--- src/rtl/fetch_stage.sv ---
// Instruction fetch stage: owns the PC, issues one imem read at a time and
// hands each word to decode over a valid/ready handshake, honouring redirects.
module fetch_stage #(
    parameter logic [31:0] RESET_PC = 32'h0000_0000
) (
    input  logic        clk,
    input  logic        rst_n,
    output logic        imem_req,
    output logic [31:0] imem_addr,
    input  logic        imem_rvalid,
    input  logic [31:0] imem_rdata,
    input  logic        redirect_valid,
    input  logic [31:0] redirect_pc,
    output logic        if_valid,
    output logic [31:0] if_instr,
    output logic [31:0] if_pc,
    input  logic        id_ready
);

    localparam logic [31:0] NOP = 32'h0000_0013;

    typedef enum logic [2:0] {
        START,
        FETCH,
        WAIT,
        HOLD,
        DROP
    } state_t;

    state_t      state, state_next;
    logic [31:0] pc, pc_next;
    logic        if_valid_next;
    logic [31:0] if_instr_next, if_pc_next;

    // Low target bits are architecturally ignored.
    logic unused_redirect_bits;
    assign unused_redirect_bits = ^redirect_pc[1:0];

    assign imem_req  = (state == FETCH);
    assign imem_addr = pc;

    // NOTE: every output of this block gets a default first, so no path leaves
    // a signal unassigned and no latch is inferred.
    always_comb begin
        state_next    = state;
        pc_next       = pc;
        if_valid_next = if_valid;
        if_instr_next = if_instr;
        if_pc_next    = if_pc;

        if (redirect_valid) begin
            pc_next       = {redirect_pc[31:2], 2'b00};
            if_valid_next = 1'b0;
            unique case (state)
                START, HOLD: state_next = FETCH;
                FETCH:       state_next = DROP;
                WAIT:        state_next = imem_rvalid ? FETCH : DROP;
                DROP:        state_next = DROP;
                default:     state_next = START;
            endcase
        end else begin
            unique case (state)
                START: state_next = FETCH;
                FETCH: state_next = WAIT;
                WAIT: begin
                    if (imem_rvalid) begin
                        if_instr_next = imem_rdata;
                        if_pc_next    = pc;
                        if_valid_next = 1'b1;
                        pc_next       = pc + 32'd4;
                        state_next    = HOLD;
                    end
                end
                HOLD: begin
                    if (if_valid && id_ready) begin
                        if_valid_next = 1'b0;
                        state_next    = FETCH;
                    end
                end
                // The stale response of a squashed fetch is swallowed here.
                DROP: begin
                    if (imem_rvalid) state_next = FETCH;
                end
                default: state_next = START;
            endcase
        end
    end

    // NOTE: sequential state uses non-blocking assignments so every register
    // samples the pre-edge values regardless of statement order.
    always_ff @(posedge clk or negedge rst_n) begin
        if (!rst_n) state <= START;
        else        state <= state_next;
    end

    always_ff @(posedge clk or negedge rst_n) begin
        if (!rst_n) begin
            pc       <= RESET_PC;
            if_valid <= 1'b0;
            if_instr <= NOP;
            if_pc    <= 32'h0000_0000;
        end else begin
            pc       <= pc_next;
            if_valid <= if_valid_next;
            if_instr <= if_instr_next;
            if_pc    <= if_pc_next;
        end
    end

endmodule

--- config.mk ---
export PLATFORM = sky130hd
export DESIGN_NAME = fetch_stage
export DESIGN_NICKNAME = d
export VERILOG_FILES = /design/src/rtl/fetch_stage.sv
export SDC_FILE = /design/constraint.sdc
export NUM_CORES = 1
export LEC_CHECK = 0
export BUFFER_PORTS_ARGS = -buffer_cell sky130_fd_sc_hd__buf_4
export CAP_MARGIN = 10
export CORE_MARGIN = 1.5
export CORE_UTILIZATION = 25
export CTS_BUF_LIST = sky130_fd_sc_hd__clkbuf_4
export DETAILED_ROUTE_END_ITERATION = 16
export PLACE_DENSITY = 0.57
export SETUP_SLACK_MARGIN = 0.3
export SLEW_MARGIN = 0
export SYNTH_ARGS = -nofsm -noshare
export SYNTH_HDL_FRONTEND = slang
export SYNTH_SLANG_ARGS = --single-unit
export TNS_END_PERCENT = 50
--- constraint.sdc ---
create_clock -name clk -period 5.6 [get_ports clk]
set_input_delay 0.56 -clock clk [delete_from_list [all_inputs] [get_ports clk]]
set_output_delay 0.56 -clock clk [all_outputs]
set_load 0.03 [all_outputs]
Word-level counts from Yosys, hierarchy flattened
Cells that the tools add are included.
{ "totals": {"reg_bits": 100, "in_bits": 69, "output_inout_bits": 98} }
{ "classes": {"n_eq_ne": 7, "n_mux": 14, "n_bitwise": 1, "reduce_logical": 11, "add_sub_neg": 1} }
{ "ops": {"columns": ["operator", "n"], "rows": [
  ["2-to-1 mux 32 bit", 3],
  ["adder 32 x 3 -> 32 bit (second input constant)", 1],
  ["2-to-1 mux 3 bit", 5],
  ["one-hot mux 3 bit (5 select lines)", 1],
  ["inequality test 3 bit (second input constant)", 3],
  ["one-hot mux 3 bit (3 select lines)", 1],
  ["AND reduction 3 bit", 3],
  ["== test 3 x 2 -> 1 bit (second input constant)", 2],
  ["nonzero test 2 bit", 2],
  ["OR reduction 2 bit", 2],
  ["== test 3 x 1 -> 1 bit (second input constant)", 1],
  ["== test 3 bit (second input constant)", 1],
  ["zero test 3 bit", 1],
  ["2-to-1 mux 1 bit", 3],
  ["nonzero test 3 bit", 1],
  ["one-hot mux 1 bit (2 select lines)", 1],
  ["AND reduction 2 bit", 1],
  ["logical AND 1 bit", 1],
  ["NOT 1 bit", 1]
]} }

Logic depth before layout (Yosys ltp)
Gate-level depths: netlist of the first run.
{ "logic_depth": {"word_depth": 4, "depth_mapped": 7, "mapped_depth_nobuf": 6} }

Least setup slack after synthesis of the first run
OpenSTA, ideal clock, no wires.
{ "synth_path": {"kind": "reg2reg", "from": "register pc[2] (netlist: imem_addr[2])", "to": "register pc[26] (netlist: imem_addr[26])", "period_less_slack_ps": 2016, "path_slack_ps": 3584, "path_buffers": 0, "arrival_ps": 1891, "required_ps": 5475, "stages_incl_launch_ff": 7, "cell_sequence": "dfrtp_1 > ha_1 > nand4_1 > nor4_4 > nand2_1 > xnor2_1 > mux2_2"} }
{ "synth_via": {"elab_chain_cells": 4} }
{ "synth_rtl": {"columns": ["element", "line_no", "source"], "rows": [
  ["start, declared", "31", "logic [31:0] pc, pc_next;"],
  ["start signal, assigned", "103", "pc <= pc_next;"],
  ["adder 32 x 3 -> 32 bit", "70", "pc_next = pc + 32'd4;"],
  ["2-to-1 mux 32 bit", "66", "if (imem_rvalid) begin"],
  ["2-to-1 mux 32 bit", "62", "unique case (state)"],
  ["2-to-1 mux 32 bit", "51", "if (redirect_valid) begin"]
]} }
Every way passes these cells. The select of a mux whose other input is x is not followed.
A chain may end at the register's enable or synchronous reset.

Worst setup path in the final report of the first run
{ "layout_path": {"from": "register state[0]", "to": "register pc[31] (netlist: imem_addr[31])"} }
{ "layout_via": {"elab_chain_cells": 3} }
{ "layout_rtl": {"columns": ["element", "line_no", "source"], "rows": [
  ["start, declared", "30", "state_t state, state_next;"],
  ["start signal, assigned", "93", "else state <= state_next;"],
  ["== test 3 x 2 -> 1 bit", "62", null],
  ["nonzero test 2 bit (no line)", null, null],
  ["AND reduction 2 bit (no line)", null, null]
]} }
Every way passes these cells.

==> results of run 1 <==
==> layout make-up <==
class	count	area, um2
fill	1811	11200
clock inverter	6	83.8
timing repair buffer	164	1230
sequential	96	2410
inverter	3	11.3
tap	225	282
clock buffer	10	75.1
multi-input combinational	364	1810
==> flip-flops by register name, indices dropped and copies added, names as in the netlist <==
signal     cells
if_instr      32
if_pc         30
if_valid       1
imem_addr     30
state          3
==> per-stage QoR <==
step | hold WS (ns) | total power (W) | cell area (um2) | util
after CTS | 0.0469 | 0.00273 | 5900 | 0.345
after floorplan | 0.264 | 0.00178 | 4360 | -
after global placement | 0.450 | 0.00227 | 5740 | 0.336
final | 0.0709 | 0.00268 | 5900 | 0.345
after global routing | 0.0636 | 0.00286 | 5900 | 0.345
after detailed placement | 0.451 | 0.00229 | 5740 | 0.336
==> worst max path at each step <==
stage	from	endpoint	slack, ns	cells past startpoint
after floorplan	imem_addr[2]	imem_addr[26]	3.58	6
after global placement	redirect_valid	if_instr[2]	2.73	6
after detailed placement	redirect_valid	if_instr[2]	2.75	6
after CTS	state[0]	imem_addr[31]	2.80	5
after global routing	state[0]	imem_addr[31]	2.51	5
final	state[0]	imem_addr[31]	2.77	5
==> layer usage <==
layer | up-vias | share of wire | global-route usage
li1 | 1875 | - | -
met1 | 1757 | 0.47 | 0.188
met3 | 22 | 0.064 | 0.0443
met5 | - | 0 | 0
met4 | 0 | 0.023 | 0.0532
met2 | 106 | 0.44 | 0.203
==> critical path, cell delays in order (launching register included) <==
cell,delay (ns)
dfrtp_1,0.53
nand4bb_1,0.63
nor3_1,0.94
nand4_1,0.30
xor2_1,0.21
o21ai_0,0.14
==> synthesized netlist by cell type (all sizes together), types with 5 or more instances <==
cell type	count	share of area
and3	5	0.0072
and4	5	0.010
buf	8	0.014
clkbuf	19	0.016
dfrtp	93	0.54
nand2	225	0.19
nand3	8	0.0092
nand4	14	0.020
nor2	9	0.0078
nor3	6	0.0081
nor4	6	0.022
o21ai	30	0.035
xnor2	10	0.020
xor2	18	0.036
==> where the power goes <==
group | internal [W] | switching (W)
combinational | 0.000426 | 0.000741
clock | 0.000184 | 0.000244
sequential | 0.000922 | 0.000165
==> cell families after synthesis <==
group           count (synthesis)  synth area share
fa+ha+maj                       1           0.00288
flops                          96             0.554
simple gates                  291             0.300
buf+inv                        30            0.0325
other cells                     1          0.000863
compound gates                 37            0.0458
mux                             3           0.00749
xor+xnor                       28            0.0565
==> layout by cell type, fill, tap and decap left out, types with 2 or more instances in the layout <==
cell type / netlist / final
o21ai_0: 24 / 24
bufinv_16: 0 / 2
nor2b_1: 2 / 2
and4_1: 5 / 5
nor4_2: 2 / 2
clkbuf_4: 0 / 10
nor4_4: 3 / 3
mux2_2: 2 / 2
and2_1: 2 / 2
nand3_1: 8 / 8
nor2_1: 9 / 9
dfstp_2: 3 / 3
buf_4: 5 / 164
o21ai_1: 6 / 6
nor3b_1: 3 / 3
inv_1: 3 / 3
nor3_1: 5 / 4
nor3_2: 1 / 2
xor2_1: 18 / 18
clkinvlp_4: 0 / 2
nand4_1: 14 / 14
and3_1: 5 / 5
nand2_1: 225 / 225
xnor2_1: 10 / 10
conb_1: 1 / 4
a21oi_1: 2 / 2
dfrtp_1: 93 / 93
==> flow_summary_export.csv, run 1 <==
group,metric,value,unit
run_status,status,"finished clean",
route,drt_first_pass_iters,4,
placement,dpl.hpwl,8610,um
sta,setup_ws,2.77,ns
route,drt-initial-drc-count,137,
sta,finalWorstPathRequiredPeriod,2.83,ns
cts,cts_max_path_buffers,2,
die,die_y,135,um
cts,root_buffer,"clkbuf_4",
cts,hold_buffers,0,
placement,dp.cells,852,
setup_path,crit_required,5.98,ns
setup_path,arrival,3.21,ns
cells_and_area,areaGrowthSynthToFinish,35.9,%
cts,clk_pin_slew_worst_paths,0.16,ns
global_route,grt_overflow,0,
setup_path,start_kind,"flop",
cts,post_cts_buffers,0,
synthesis,post_synth_num_cell_types,40,
synthesis,synth_cells,487,
route,drt-total-wl,12200,um
setup_path,r2r_cells,5,
synthesis,synth_area_per_cell,8.92,um2
power,p_per_area,454,nW/um2
sta,period_share,0.505,
route,viasPerCell,4.33,
cts,clock_latency,0.47,ns
power,vdd_ir_drop_max,0.000225,V
placement,post-place-ws,2.75,ns
setup_path,cp-end-kind,"flop",
synthesis,ys_seq_elements,96,
sta,slew_headroom,0.312,
sta,fmax,354,MHz
placement,place_congestion,0.739,
route,ant_nets,0,
setup_path,path_max_fanout,12,
cts,cts_tree,"done",
die,die-area,18200,um2
setup_path,crit_type,"flop to flop",
sta,setup_viol,0,
cells_and_area,drive_gt1_frac,0.300,
cts,post_cts_resized,0,
sta,drv_slew,0,
cts,cts_inserted_buffers,9,
synthesis,seq_area_frac_synth,0.554,
sta,worst_pin_slew,1.03,ns
cts,htree_levels,3,
cells_and_area,fin_cells,868,
global_route,grt_usage,0.138,
die,start_util,0.254,
min_path,hold_class,"primary input to async pin",
route,wl_per_cell,14.1,um
die,num_io_pins,167,
die,core,17100,um2
route,dr_total_vias,3760,
die,die_w,135,um
synthesis,synthFlopType,"dfrtp_1",
sta,clock_skew,0.0252,ns
synthesis,synth_edf_count,0,
cells_and_area,nNetsFinal,708,
die,row_count,48,
run,maxCapViolCount,0,
route,drc,0,
synthesis,yosysWarnings,0,
global_route,grt_max_degree,65,
setup_path,r2r_end,"imem_addr[31]",
setup_path,regToRegStartpoint,"state[0]",
power,leakage,2.98,nW
global_route,grt_first_pass_wirelength,19300,um
synthesis,synth-async-reset-ratio,1.00,
placement,port_buffers,160,
global_route,grt_antenna_before_repair,0,
global_route,grt_pass1_vias,3507,
cts,cts_sinks,96,
sta,hold_viol,0,
sta,rsz0062_at_grt,"no",
cells_and_area,antenna_cells,0,
sta,setup_tns,0,ns
setup_path,r2r_setup_slack,2.77,ns
synthesis,syn_area,4340,um2
No activity file was read; power rests on OpenSTA's default activity.
==> inputs of run 2 (changes only) <==
--- a/config.mk
+++ b/config.mk
@@ -11,7 +11,7 @@
 export CORE_UTILIZATION = 25
 export CTS_BUF_LIST = sky130_fd_sc_hd__clkbuf_4
 export DETAILED_ROUTE_END_ITERATION = 16
-export PLACE_DENSITY = 0.57
+export PLACE_DENSITY = 0.59
 export SETUP_SLACK_MARGIN = 0.3
 export SLEW_MARGIN = 0
 export SYNTH_ARGS = -nofsm -noshare
==> constraint.sdc (replaced) <==
create_clock -name clk -period 2.5 [get_ports clk]
set_input_delay 0.25 -clock clk [delete_from_list [all_inputs] [get_ports clk]]
set_output_delay 0.25 -clock clk [all_outputs]
set_load 0.03 [all_outputs]
==> flow_summary_export.csv, run 2 (synthesis results as in run 1) <==
group,metric,value,unit
power,seq_power_share,0.393,
die,die_y,135,um
die,row_count,48,
cells_and_area,largest_register_ffs,32,
cells_and_area,mostFrequentLayoutCells,"nand2_1 (225), buf_4 (171), dfrtp_1 (93), dlygate4sd3_1 (64), o21ai_0 (24)",
min_path,whs_path_depth,3,
power,p_per_area,926,nW/um2
sta,setup_ws,0.445,ns
min_path,hold_class,"primary input to flop",
cts,cts_max_path_buffers,2,
min_path,hp-start,"imem_rvalid",
power,power_frac_comb,0.449,
sta,finalWorstPathRequiredPeriod,2.05,ns
global_route,grt_pass1_vias,3918,
cells_and_area,final_core_util,0.387,
cells_and_area,top_register,"if_instr",
sta,hold_viol,0,
setup_path,arrival,2.41,ns
setup_path,r2r_cells,5,
placement,dpl.hpwl,8760,um
setup_path,regToRegStartpoint,"state[2]",
setup_path,cp-end-kind,"flop",
die,start_util,0.254,
die,die_w,135,um
sta,clock_skew,0.0197,ns
route,viasPerCell,4.27,
route,drc,0,
sta,slew_headroom,0.601,
global_route,grt_overflow,0,
cts,cts_inserted_buffers,9,
die,core,17100,um2
cts,htree_levels,3,
cells_and_area,fin_area,6620,um2
sta,rsz0062_at_grt,"yes",
route,dr_total_vias,4014,
cells_and_area,drive_gt1_frac,0.281,
setup_path,crit_required,2.85,ns
sta,fmax,487,MHz
route,drt-initial-drc-count,219,
setup_path,crit_type,"flop to flop",
run,maxCapViolCount,0,
setup_path,r2r_end,"imem_addr[19]",
cells_and_area,final_common_cell,"nand2_1",
sta,drv_slew,0,
power,vdd_ir_drop_max,0.000401,V
global_route,grt_max_degree,64,
cts,root_buffer,"clkbuf_4",
route,wl_per_cell,13.7,um
placement,dp.cells,859,
global_route,grt_antenna_before_repair,1,
die,die-area,18200,um2
cts,cts_tree,"done",
route,drt-total-wl,12900,um
run_status,status,"finished clean",
placement,placed_area,5810,um2
cts,clock_latency,0.46,ns
sta,period_share,0.822,
placement,place_congestion,0.727,
cts,cts_sinks,96,
setup_path,r2r_setup_slack,0.45,ns
power,p_sw_frac,0.422,
placement,post-place-ws,0.311,ns
setup_path,path_max_fanout,8,
sta,worst_pin_slew,0.598,ns
setup_path,start_kind,"flop",
route,drt_first_pass_iters,4,
die,num_io_pins,167,
cells_and_area,nNetsFinal,780,
power,power_frac_clock,0.157,
placement,port_buffers,160,
global_route,grt_usage,0.145,
cts,post_cts_resized,0,
sta,setup_tns,0,ns
cells_and_area,fin_cells,941,
power,leakage,3.30,nW
cells_and_area,areaGrowthSynthToFinish,52.4,%
sta,setup_viol,0,
min_path,min_to,"if_valid",
power,internal_power,0.00354,W
power,p_switching,0.00258,W
global_route,grt_first_pass_wirelength,20400,um
cts,clk_pin_slew_worst_paths,0.15,ns
route,ant_nets,0,
-- run 2: cell count changes in the layout (fill, tap and decap cells not counted), sizes merged --
| cell | before | now |
|---|---|---|
| dlygate4sd3 | 0 | 64 |
| clkbuf | 10 | 12 |
| buf | 164 | 172 |
| clkinvlp | 2 | 0 |
| diode | 0 | 1 |
-- run 2: worst max-delay path by stage --
stage / start / cells after the start / end / slack [ns]
global placement: imem_addr[9] / 5 / imem_addr[26] / 0.39
detailed placement: imem_addr[2] / 6 / imem_addr[26] / 0.31
CTS: imem_addr[9] / 5 / imem_addr[26] / 0.35
floorplan: imem_addr[2] / 6 / imem_addr[26] / 0.48
global route: imem_addr[9] / 5 / imem_addr[31] / 0.29
finish: state[2] / 5 / imem_addr[19] / 0.45
-- run 2: stage by stage --
step	power (W)	hold slack [ns]
after global placement	0.00511	0.124
after detailed placement	0.00515	0.121
after floorplan	0.00400	-0.0456
after CTS	0.00622	0.0566
final	0.00613	0.112
after global routing	0.00653	0.108
-- run 2: area by class of cell --
| type | instances | area, um2 |
|---|---|---|
| fillers | 1729 | 10500 |
| flip-flops and latches | 96 | 2410 |
| repair buffers | 236 | 1940 |
| multi-input cells | 364 | 1810 |
| well taps | 225 | 282 |
| clock buffers | 12 | 90.1 |
| clock inverters | 4 | 68.8 |
| inverters | 3 | 11.3 |
| diodes | 1 | 2.50 |
-- run 2: critical path, cell delays in order (launching register included) --
cell and delay [ns]:
dfrtp_1 0.48, nand4bb_1 0.24, or3_1 0.64, nor4_4 0.24, xnor2_1 0.09, mux2_2 0.25
-- run 2: power groups by stage --
stage	Combinational [W]	Sequential, W	Clock, W
floorplan	0.000623	0.00338	0
global placement	0.00268	0.00243	0
detailed placement	0.00270	0.00245	0
CTS	0.00278	0.00242	0.00102
global route	0.00296	0.00249	0.00107
finish	0.00275	0.00241	0.000963
-- run 2: per-layer routing --
| metal | up-vias | GRT usage | share of wire |
|---|---|---|---|
| met3 | 16 | 0.0327 | 0.046 |
| met5 | - | 0 | 0 |
| met1 | 1885 | 0.194 | 0.47 |
| met4 | 0 | 0.0562 | 0.020 |
| met2 | 100 | 0.229 | 0.47 |
| li1 | 2013 | - | - |
-- run 2: repair_timing --
| item | in CTS | in global routing |
|---|---|---|
| hold buffers | 64 | 0 |
| hold endpoints to repair | 158 | 0 |
| setup endpoints to repair | 1 | 6 |
| pin swaps | 1 | 1 |
| setup buffers | 0 | 1 |
